## src/rtl/i2c_reg_sequencer_if.sv

```systemverilog
// Command/response and byte-master handshake bundle for the I2C register sequencer.
// The slave modport is the sequencer's view; the master modport is the upstream and byte-master view.
interface i2c_reg_sequencer_if;
  logic       cmd_valid;
  logic       cmd_ready;
  logic       cmd_rw;
  logic [6:0] cmd_dev;
  logic [7:0] cmd_reg;
  logic [7:0] cmd_wdata;
  logic       rsp_valid;
  logic       rsp_err;
  logic [7:0] rsp_rdata;
  logic       m_start;
  logic       m_send;
  logic       m_receive;
  logic [7:0] m_datasend;
  logic       m_ready;
  logic       m_sended;
  logic       m_received;
  logic [7:0] m_datareceive;

  modport slave (
    input  cmd_valid, cmd_rw, cmd_dev, cmd_reg, cmd_wdata,
    input  m_ready, m_sended, m_received, m_datareceive,
    output cmd_ready, rsp_valid, rsp_err, rsp_rdata,
    output m_start, m_send, m_receive, m_datasend
  );

  modport master (
    output cmd_valid, cmd_rw, cmd_dev, cmd_reg, cmd_wdata,
    output m_ready, m_sended, m_received, m_datareceive,
    input  cmd_ready, rsp_valid, rsp_err, rsp_rdata,
    input  m_start, m_send, m_receive, m_datasend
  );
endinterface

```

## src/rtl/i2c_reg_sequencer.sv

```systemverilog
// Turns one register read/write command into the byte master's start/send/receive sequence,
// reporting read data and an error flag (slave NACK or master timeout).
module i2c_reg_sequencer #(
  parameter logic [23:0] TIMEOUT_CYCLES = 24'd2_500_000
) (
  input  logic                      clk,
  input  logic                      reset,
  i2c_reg_sequencer_if.slave        bus
);

  typedef enum logic [3:0] {
    IDLE, ADDR_W, XFER_ADDR, XFER_REG, XFER_DATA,
    XFER_ADDR_R, XFER_RD, WAIT_STOP, DONE
  } state_t;

  state_t      state_reg;
  logic [23:0] timer_reg;
  logic        sended_prev_reg;
  logic        received_prev_reg;
  logic        rw_reg;
  logic [6:0]  dev_reg;
  logic [7:0]  regaddr_reg;
  logic [7:0]  wdata_reg;

  logic        cmd_ready_reg;
  logic        rsp_valid_reg;
  logic        rsp_err_reg;
  logic [7:0]  rsp_rdata_reg;
  logic        m_start_reg;
  logic        m_send_reg;
  logic        m_receive_reg;
  logic [7:0]  m_datasend_reg;

  logic        sended_rise;
  logic        sended_fall;
  logic        received_rise;
  logic        accept;
  logic        timeout;
  logic        nack;
  logic        fail;

  assign sended_rise   = bus.m_sended & ~sended_prev_reg;
  assign sended_fall   = ~bus.m_sended & sended_prev_reg;
  assign received_rise = bus.m_received & ~received_prev_reg;
  assign accept        = bus.cmd_valid & cmd_ready_reg & bus.m_ready;

  // The master returning to idle before the awaited edge means it saw a NACK and stopped.
  always_comb begin
    nack    = 1'b0;
    timeout = (state_reg != IDLE) && (state_reg != DONE) &&
              (timer_reg == TIMEOUT_CYCLES - 24'd1);
    case (state_reg)
      XFER_ADDR, XFER_REG, XFER_DATA, XFER_ADDR_R: nack = bus.m_ready & ~sended_rise;
      XFER_RD:                                     nack = bus.m_ready & ~received_rise;
      default:                                     nack = 1'b0;
    endcase
    fail = timeout | nack;
  end

  always_ff @(posedge clk) begin
    if (!reset) begin
      state_reg         <= IDLE;
      timer_reg         <= '0;
      sended_prev_reg   <= 1'b0;
      received_prev_reg <= 1'b0;
      rw_reg            <= 1'b0;
      dev_reg           <= '0;
      regaddr_reg       <= '0;
      wdata_reg         <= '0;
      cmd_ready_reg     <= 1'b1;
      rsp_valid_reg     <= 1'b0;
      rsp_err_reg       <= 1'b0;
      rsp_rdata_reg     <= '0;
      m_start_reg       <= 1'b0;
      m_send_reg        <= 1'b0;
      m_receive_reg     <= 1'b0;
      m_datasend_reg    <= '0;
    end else begin
      sended_prev_reg   <= bus.m_sended;
      received_prev_reg <= bus.m_received;
      rsp_valid_reg     <= 1'b0;
      rsp_err_reg       <= 1'b0;
      m_start_reg       <= 1'b0;
      if (state_reg != IDLE && timer_reg != 24'hFF_FFFF)
        timer_reg <= timer_reg + 24'd1;

      if (fail) begin
        state_reg     <= IDLE;
        cmd_ready_reg <= 1'b1;
        rsp_valid_reg <= 1'b1;
        rsp_err_reg   <= 1'b1;
        rsp_rdata_reg <= '0;
        m_send_reg    <= 1'b0;
        m_receive_reg <= 1'b0;
      end else begin
        case (state_reg)
          IDLE, DONE: begin
            state_reg <= IDLE;
            if (accept) begin
              state_reg      <= ADDR_W;
              rw_reg         <= bus.cmd_rw;
              dev_reg        <= bus.cmd_dev;
              regaddr_reg    <= bus.cmd_reg;
              wdata_reg      <= bus.cmd_wdata;
              cmd_ready_reg  <= 1'b0;
              rsp_rdata_reg  <= '0;
              timer_reg      <= '0;
              m_datasend_reg <= {bus.cmd_dev, 1'b0};
              m_start_reg    <= 1'b1;
            end
          end
          ADDR_W: begin
            if (!bus.m_ready) state_reg <= XFER_ADDR;
          end
          XFER_ADDR: begin
            if (sended_rise) begin
              m_datasend_reg <= regaddr_reg;
              m_send_reg     <= 1'b1;
              state_reg      <= XFER_REG;
            end
          end
          XFER_REG: begin
            if (sended_rise) begin
              if (rw_reg) begin
                m_datasend_reg <= {dev_reg, 1'b1};
                m_start_reg    <= 1'b1;
                m_send_reg     <= 1'b0;
                state_reg      <= XFER_ADDR_R;
              end else begin
                m_datasend_reg <= wdata_reg;
                m_send_reg     <= 1'b1;
                state_reg      <= XFER_DATA;
              end
            end else if (sended_fall) begin
              m_send_reg <= 1'b0;
            end
          end
          XFER_DATA: begin
            // Leaving m_send low after the data byte lets the master issue STOP.
            if (sended_rise) begin
              m_send_reg <= 1'b0;
              state_reg  <= WAIT_STOP;
            end else if (sended_fall) begin
              m_send_reg <= 1'b0;
            end
          end
          XFER_ADDR_R: begin
            if (sended_rise) begin
              m_receive_reg <= 1'b1;
              state_reg     <= XFER_RD;
            end
          end
          XFER_RD: begin
            if (received_rise) begin
              rsp_rdata_reg <= bus.m_datareceive;
              m_receive_reg <= 1'b0;
              state_reg     <= WAIT_STOP;
            end else if (sended_fall) begin
              m_receive_reg <= 1'b0;
            end
          end
          WAIT_STOP: begin
            if (bus.m_ready) begin
              state_reg     <= DONE;
              cmd_ready_reg <= 1'b1;
              rsp_valid_reg <= 1'b1;
              m_send_reg    <= 1'b0;
              m_receive_reg <= 1'b0;
            end
          end
          default: state_reg <= IDLE;
        endcase
      end
    end
  end

  assign bus.cmd_ready  = cmd_ready_reg;
  assign bus.rsp_valid  = rsp_valid_reg;
  assign bus.rsp_err    = rsp_err_reg;
  assign bus.rsp_rdata  = rsp_rdata_reg;
  assign bus.m_start    = m_start_reg;
  assign bus.m_send     = m_send_reg;
  assign bus.m_receive  = m_receive_reg;
  assign bus.m_datasend = m_datasend_reg;

endmodule

```

## src/flat_wrapper.sv

```systemverilog
// flat-port wrapper written by rule: the top's interface ports become plain ports
module i2c_reg_sequencer_flat 
#(
  parameter logic [23:0] TIMEOUT_CYCLES = 24'd2_500_000
)
  (clk, reset, bus_cmd_valid, bus_cmd_rw, bus_cmd_dev, bus_cmd_reg, bus_cmd_wdata, bus_m_ready, bus_m_sended, bus_m_received, bus_m_datareceive, bus_cmd_ready, bus_rsp_valid, bus_rsp_err, bus_rsp_rdata, bus_m_start, bus_m_send, bus_m_receive, bus_m_datasend);
  i2c_reg_sequencer_if bus_i ();
  input  logic clk;
  input  logic reset;
  input wire logic [$bits(bus_i.cmd_valid)-1:0] bus_cmd_valid;
  input wire logic [$bits(bus_i.cmd_rw)-1:0] bus_cmd_rw;
  input wire logic [$bits(bus_i.cmd_dev)-1:0] bus_cmd_dev;
  input wire logic [$bits(bus_i.cmd_reg)-1:0] bus_cmd_reg;
  input wire logic [$bits(bus_i.cmd_wdata)-1:0] bus_cmd_wdata;
  input wire logic [$bits(bus_i.m_ready)-1:0] bus_m_ready;
  input wire logic [$bits(bus_i.m_sended)-1:0] bus_m_sended;
  input wire logic [$bits(bus_i.m_received)-1:0] bus_m_received;
  input wire logic [$bits(bus_i.m_datareceive)-1:0] bus_m_datareceive;
  output wire logic [$bits(bus_i.cmd_ready)-1:0] bus_cmd_ready;
  output wire logic [$bits(bus_i.rsp_valid)-1:0] bus_rsp_valid;
  output wire logic [$bits(bus_i.rsp_err)-1:0] bus_rsp_err;
  output wire logic [$bits(bus_i.rsp_rdata)-1:0] bus_rsp_rdata;
  output wire logic [$bits(bus_i.m_start)-1:0] bus_m_start;
  output wire logic [$bits(bus_i.m_send)-1:0] bus_m_send;
  output wire logic [$bits(bus_i.m_receive)-1:0] bus_m_receive;
  output wire logic [$bits(bus_i.m_datasend)-1:0] bus_m_datasend;
  assign bus_i.cmd_valid = bus_cmd_valid;
  assign bus_i.cmd_rw = bus_cmd_rw;
  assign bus_i.cmd_dev = bus_cmd_dev;
  assign bus_i.cmd_reg = bus_cmd_reg;
  assign bus_i.cmd_wdata = bus_cmd_wdata;
  assign bus_i.m_ready = bus_m_ready;
  assign bus_i.m_sended = bus_m_sended;
  assign bus_i.m_received = bus_m_received;
  assign bus_i.m_datareceive = bus_m_datareceive;
  assign bus_cmd_ready = bus_i.cmd_ready;
  assign bus_rsp_valid = bus_i.rsp_valid;
  assign bus_rsp_err = bus_i.rsp_err;
  assign bus_rsp_rdata = bus_i.rsp_rdata;
  assign bus_m_start = bus_i.m_start;
  assign bus_m_send = bus_i.m_send;
  assign bus_m_receive = bus_i.m_receive;
  assign bus_m_datasend = bus_i.m_datasend;
  i2c_reg_sequencer #(.TIMEOUT_CYCLES(TIMEOUT_CYCLES)) u_core (.clk(clk), .reset(reset), .bus(bus_i));
endmodule
```

## config.mk

```make
export PLATFORM = sky130hd
export DESIGN_NAME = i2c_reg_sequencer_flat
export DESIGN_NICKNAME = d
export VERILOG_FILES = /design/src/rtl/i2c_reg_sequencer_if.sv /design/src/rtl/i2c_reg_sequencer.sv /design/src/flat_wrapper.sv
export SDC_FILE = /design/constraint.sdc
export NUM_CORES = 1
export LEC_CHECK = 0
export CORE_MARGIN = 2
export CORE_UTILIZATION = 48
export CTS_CLUSTER_SIZE = 24
export DETAILED_ROUTE_END_ITERATION = 6
export HOLD_SLACK_MARGIN = 0.08
export PLACE_DENSITY = 0.83
export SETUP_SLACK_MARGIN = 0.05
export SYNTH_ARGS = -nofsm -noshare
export SYNTH_HDL_FRONTEND = slang
export SYNTH_SLANG_ARGS = --single-unit
```

## constraint.sdc

```tcl
create_clock -name clk -period 1.77 [get_ports clk]
set_input_delay 0.2655 -clock clk [delete_from_list [all_inputs] [get_ports clk]]
set_output_delay 0.2655 -clock clk [all_outputs]
set_load 0.005 [all_outputs]
```

==> After elaboration in Yosys (flattened, before gate mapping) <==
Cells that the tools add are included.
{ "op_classes": {"addsub": 1, "eq_ne": 20, "n_mux": 44, "n_bitwise": 15, "reduce_logical": 20} }
{ "op_table": {"columns": ["cell", "n"], "rows": [
  ["two-way mux 24 bit", 4],
  ["two-way mux 8 bit", 6],
  ["one-hot mux 4 bit (8 select lines)", 1],
  ["two-way mux 4 bit", 7],
  ["adder 24 x 1 -> 24 bit, second input constant", 1],
  ["== test 24 x 22 -> 1 bit, second input constant", 1],
  ["inequality test 24 bit, second input constant", 1],
  ["one-hot mux 8 bit (3 select lines)", 1],
  ["two-way mux 1 bit", 19],
  ["== test 4 x 3 -> 1 bit, second input constant", 4],
  ["one-hot mux 8 bit (2 select lines)", 1],
  ["inequality test 2 x 1 -> 1 bit, second input constant", 6],
  ["AND reduction 3 bit", 4],
  ["== test 4 x 2 -> 1 bit, second input constant", 2],
  ["nonzero test 4 bit", 2],
  ["bitwise AND 1 bit", 7],
  ["NOT 1 bit", 7],
  ["AND reduction 7 bit", 1],
  ["one-hot mux 1 bit (2 select lines)", 3],
  ["nonzero test 3 bit", 2],
  ["AND reduction 5 bit", 1],
  ["== test 4 x 1 -> 1 bit, second input constant", 1],
  ["== test 4 bit, second input constant", 1],
  ["logical NOT 4 bit", 1],
  ["other kinds (11)", 16]
]} }
{ "word_totals": {"reg_bits": 76, "inputBits": 38, "output_inout_bits": 22, "wordCells": 116} }

==> Logic depth before layout (Yosys ltp) <==
{ "depth": {"ltp_word": 8, "depth_mapped": 8, "depth_no_buf": 6} }

==> Worst setup path after synthesis <==
No wires, ideal clock.
{ "synth_timing": {"path_kind": "register -> register", "start": "register u_core.timer_reg[0]", "end": "register u_core.m_datasend_reg[1] (netlist: u_core.bus.m_datasend[1])", "setup_ns": 0.091, "arrival_time_ns": 1.743, "required_time_ns": 1.679, "path_slack_ns": -0.064, "stages_incl_launch_ff": 9, "n_path_buf": 2, "synth_period_minus_slack_ns": 1.834, "path_cell_list": "dfxtp_1 > ha_1 > and4_1 > nand3_1 > or2_0 > buf_2 > and2_1 > buf_2 > a311oi_1"} }
{ "synth_via": {"elab_chain_cells": 5} }
{ "synth_rtl": {"columns": ["element", "line", "rtl"], "rows": [
  ["from (decl)", "i2c_reg_sequencer.sv:17", "logic [23:0] timer_reg;"],
  ["from (signal assigned)", "i2c_reg_sequencer.sv:85", "timer_reg <= timer_reg + 24'd1;"],
  ["== test 24 x 22 -> 1 bit", "i2c_reg_sequencer.sv:51", "(timer_reg == TIMEOUT_CYCLES - 24'd1);"],
  ["logical AND 1 bit", "i2c_reg_sequencer.sv:50", "timeout = (state_reg != IDLE) && (state_reg != DONE) &&"],
  ["bitwise OR 1 bit", "i2c_reg_sequencer.sv:57", "fail = timeout | nack;"],
  ["NOT 1 bit (no source line)", null, null],
  ["AND reduction 5 bit (no source line)", null, null],
  ["to (signal assigned)", "i2c_reg_sequencer.sv:108", "m_datasend_reg <= {bus.cmd_dev, 1'b0};"],
  ["to (signal assigned)", "i2c_reg_sequencer.sv:117", "m_datasend_reg <= regaddr_reg;"],
  ["to (signal assigned)", "i2c_reg_sequencer.sv:125", "m_datasend_reg <= {dev_reg, 1'b1};"],
  ["to (decl)", "i2c_reg_sequencer.sv:32", "logic [7:0] m_datasend_reg;"]
]} }
No other way between the ends.
A chain may end at the register's enable or synchronous reset.

==> Worst setup path in the final report <==
{ "layout_timing": {"start": "register u_core.timer_reg[9]", "end": "register u_core.m_datasend_reg[0] (netlist: u_core.bus.m_datasend[0])"} }
The elaborated chain is that of the path after synthesis.

==> impl_metrics.toml <==
[outcome]
outcome = "finished with violations"
violations = "setup timing"

[worst_setup_path]
path_class = "flip-flop to flip-flop"
setup.worst_path.start_class = "flip-flop"
cpPeakStageDelay_ps = 390
required_ps = 2040
worstPathCellList = "nor4bb_4, nand4_1, or2_4, and2_4, buf_6, a311oi_1"
cp_max_fo = 6
slowest_stage = "dfxtp_4"
cp-end-kind = "flip-flop"
worstPathArrival_ps = 2170

[logic_synthesis]
postSynthCellCount = 431
synthArstFlopShare = 0
synth_seq_cells = 76
synth_top_area_frac = 0.423
syn_area_um2 = 3590
synth-main-ff-cell = "dfxtp_1"
synth.distinct_cells = 54
synth_fp_nets = 470
ys_top_cells_by_area = "dfxtp_1, nand2_1, a21oi_1, xnor2_1, nand3_1"
synth-seq-area-share = 0.423
syn_area_per_cell_um2 = 8.34
synth.largest_area_cell = "dfxtp_1"
yosys_warnings = 0
synth-edff-count = 0

[clock_network]
cts_inserted_buffers = 9
cts_root_buf = "clkbuf_8"
clock_latency_ps = 370
clk_pin_slew_ps = 100
hold_buffers = 0
cts_tree = "done"
htree_num_levels = 3
clock_path_buffers = 2
cts_sinks = 76

[cells_and_area]
area_growth_pct = 54.9
n_antenna_cell = 0
final_common_cell = "nand2_1"
largest_reg_flops = 24
nets = 595
final_cell_mix = "nand2_1, dfxtp_1, clkdlybuf4s50_1, buf_4, a21oi_1"
multiInputGateArea_um2 = 2360
seq_area_um2 = 1560
layout-drive-gt1-share = 0.342
instances_no_fill = 660
nFillCells = 439

[die]
rows = 31
fp.dieH_um = 90.5
die_area_um2 = 8200
start_util = 0.496
coreArea_um2 = 7250
io_pins = 60
fp.dieW_um = 90.5

[placement]
io_buffers = 59
place_congestion = 0.875
post-place-ws_ps = -217
placed_cells = 625
hpwl_mm = 7.00

[sta]
skew_ps = 12.9
fmax_mhz = 526
worst_slack_ps = -131
final-setup-viol-count = 24
fin_crit_sh = 1.07
hold_violations = 0
rsz0062_at_grt = "yes"
worst_pin_slew_ps = 707
slew-limit-headroom = 0.525
slew_viol_final = 0
finalSetupTns_ps = -724
period_minus_slack_ps = 1900

[power_and_ir_drop]
p_sw_mw = 2.07
clkPwrFrac = 0.236
power_frac_comb = 0.398
p_leak_nw = 1.97
switching_share = 0.367
pwr-share-seq = 0.366
vdd_drop_max_uv = 743
internal_power_mw = 3.57
power.density_nw_per_um2 = 1010

[global_routing]
grt_overflow = 0
grt_use_total = 0.253
grt_pass1_wl_mm = 17.0
grt_pass1_vias = 3593
antenna_found_initial = 0
grt_max_degree = 35

[routing]
wl_per_cell_um = 20.1
drt-initial-drc-count = 408
drt_first_pass_iters = 6
drcViolationCount = 0
via_per_inst = 6.26
via_count = 4132
wirelength_mm = 13.3
drt.antenna.violating_nets = 0

[run]
drv_cap = 0

[min_path]
worstHoldPathType = "input pin to flip-flop"
-- timing repair --
| item | in CTS | in global routing |
|---|---|---|
| cloned | 0 | 4 |
| buffers inserted | 5 | 11 |
| pin swaps | 9 | 29 |
| resized for setup | 28 | 91 |
| setup endpoints to repair | 41 | 57 |
-- Yosys cell counts (4+ instances only) --
library cell,instances
buf_2,15
nand4_1,9
nor2_1,28
xnor2_1,15
nor4_1,5
nand2_1,73
dfxtp_1,76
a21oi_1,50
nand3_1,23
a311oi_1,9
and2_1,4
and3_1,6
o21ai_0,8
or3_1,9
nor3_1,4
nor2b_1,4
nand2b_1,10
mux2_2,7
clkbuf_1,6
a31oi_1,10
a222oi_1,7
a211oi_1,4
mux2i_1,5
-- final cells by class --
type / instances / area share
Multi-Input combinational cell: 327 / 0.424
Sequential cell: 76 / 0.280
Timing Repair Buffer: 138 / 0.237
Clock buffer: 9 / 0.0223
Tap cell: 99 / 0.0223
Clock inverter: 7 / 0.0115
Inverter: 4 / 0.00270
-- metrics by stage --
step	util	power (mW)	hold WS (ps)	instance area, µm²
after CTS	0.694	5.13	439	5040
final	0.767	5.63	431	5570
after detailed placement	0.647	3.68	445	4690
after global placement	0.647	3.63	437	4690
after floorplan	-	2.93	339	3620
after global routing	0.767	5.82	439	5570
-- logic make-up (layout without fill, tap and decap cells) --
logic type	count (synthesis)	after routing	synth area share
compound gates	104	104	0.191
xor+xnor	15	15	0.0365
fa+ha+maj	1	1	0.00348
buf+inv	28	158	0.0365
flops	76	76	0.423
mux	12	12	0.0359
simple gates	195	195	0.273
-- per-layer routing --
layer,vias up,part of all wire,global-route usage
li1,1820,-,-
met1,1987,0.38,0.304
met2,266,0.51,0.445
met3,59,0.072,0.0501
met4,0,0.040,0.0936
met5,-,0,0
-- path summary, 6_finish.rpt --
check	startpoint	endpoint	slack, ps	cells past startpoint
hold / removal	bus_cmd_rw	u_core.rw_reg$_SDFFE_PN0P_	430	3
setup / recovery	u_core.timer_reg[9]$_SDFF_PN0_	u_core.bus.m_datasend[0]$_SDFFE_PN0P_	-130	6
hold reg to reg	u_core.wdata_reg[5]$_SDFFE_PN0P_	u_core.wdata_reg[5]$_SDFFE_PN0P_	460	2
setup reg to reg	u_core.timer_reg[9]$_SDFF_PN0_	u_core.bus.m_datasend[0]$_SDFFE_PN0P_	-130	6
-- worst max-delay path: cells and delay by family (launching register included) --
| family | cells | cell delay (ps) |
|---|---|---|
| buf+inv | 1 | 130 |
| simple gates | 4 | 990 |
| flops | 1 | 390 |
| compound gates | 1 | 280 |
-- power groups by stage --
stage                     Clock (mW)  Combinational (mW)  Sequential, mW
final                           1.33                2.24            2.06
after global routing            1.38                2.36            2.08
after CTS                       1.30                1.79            2.04
after detailed placement           0                1.62            2.06
after global placement             0                1.58            2.06
after floorplan                    0               0.888            2.04
No activity file was read; power rests on OpenSTA's default activity.
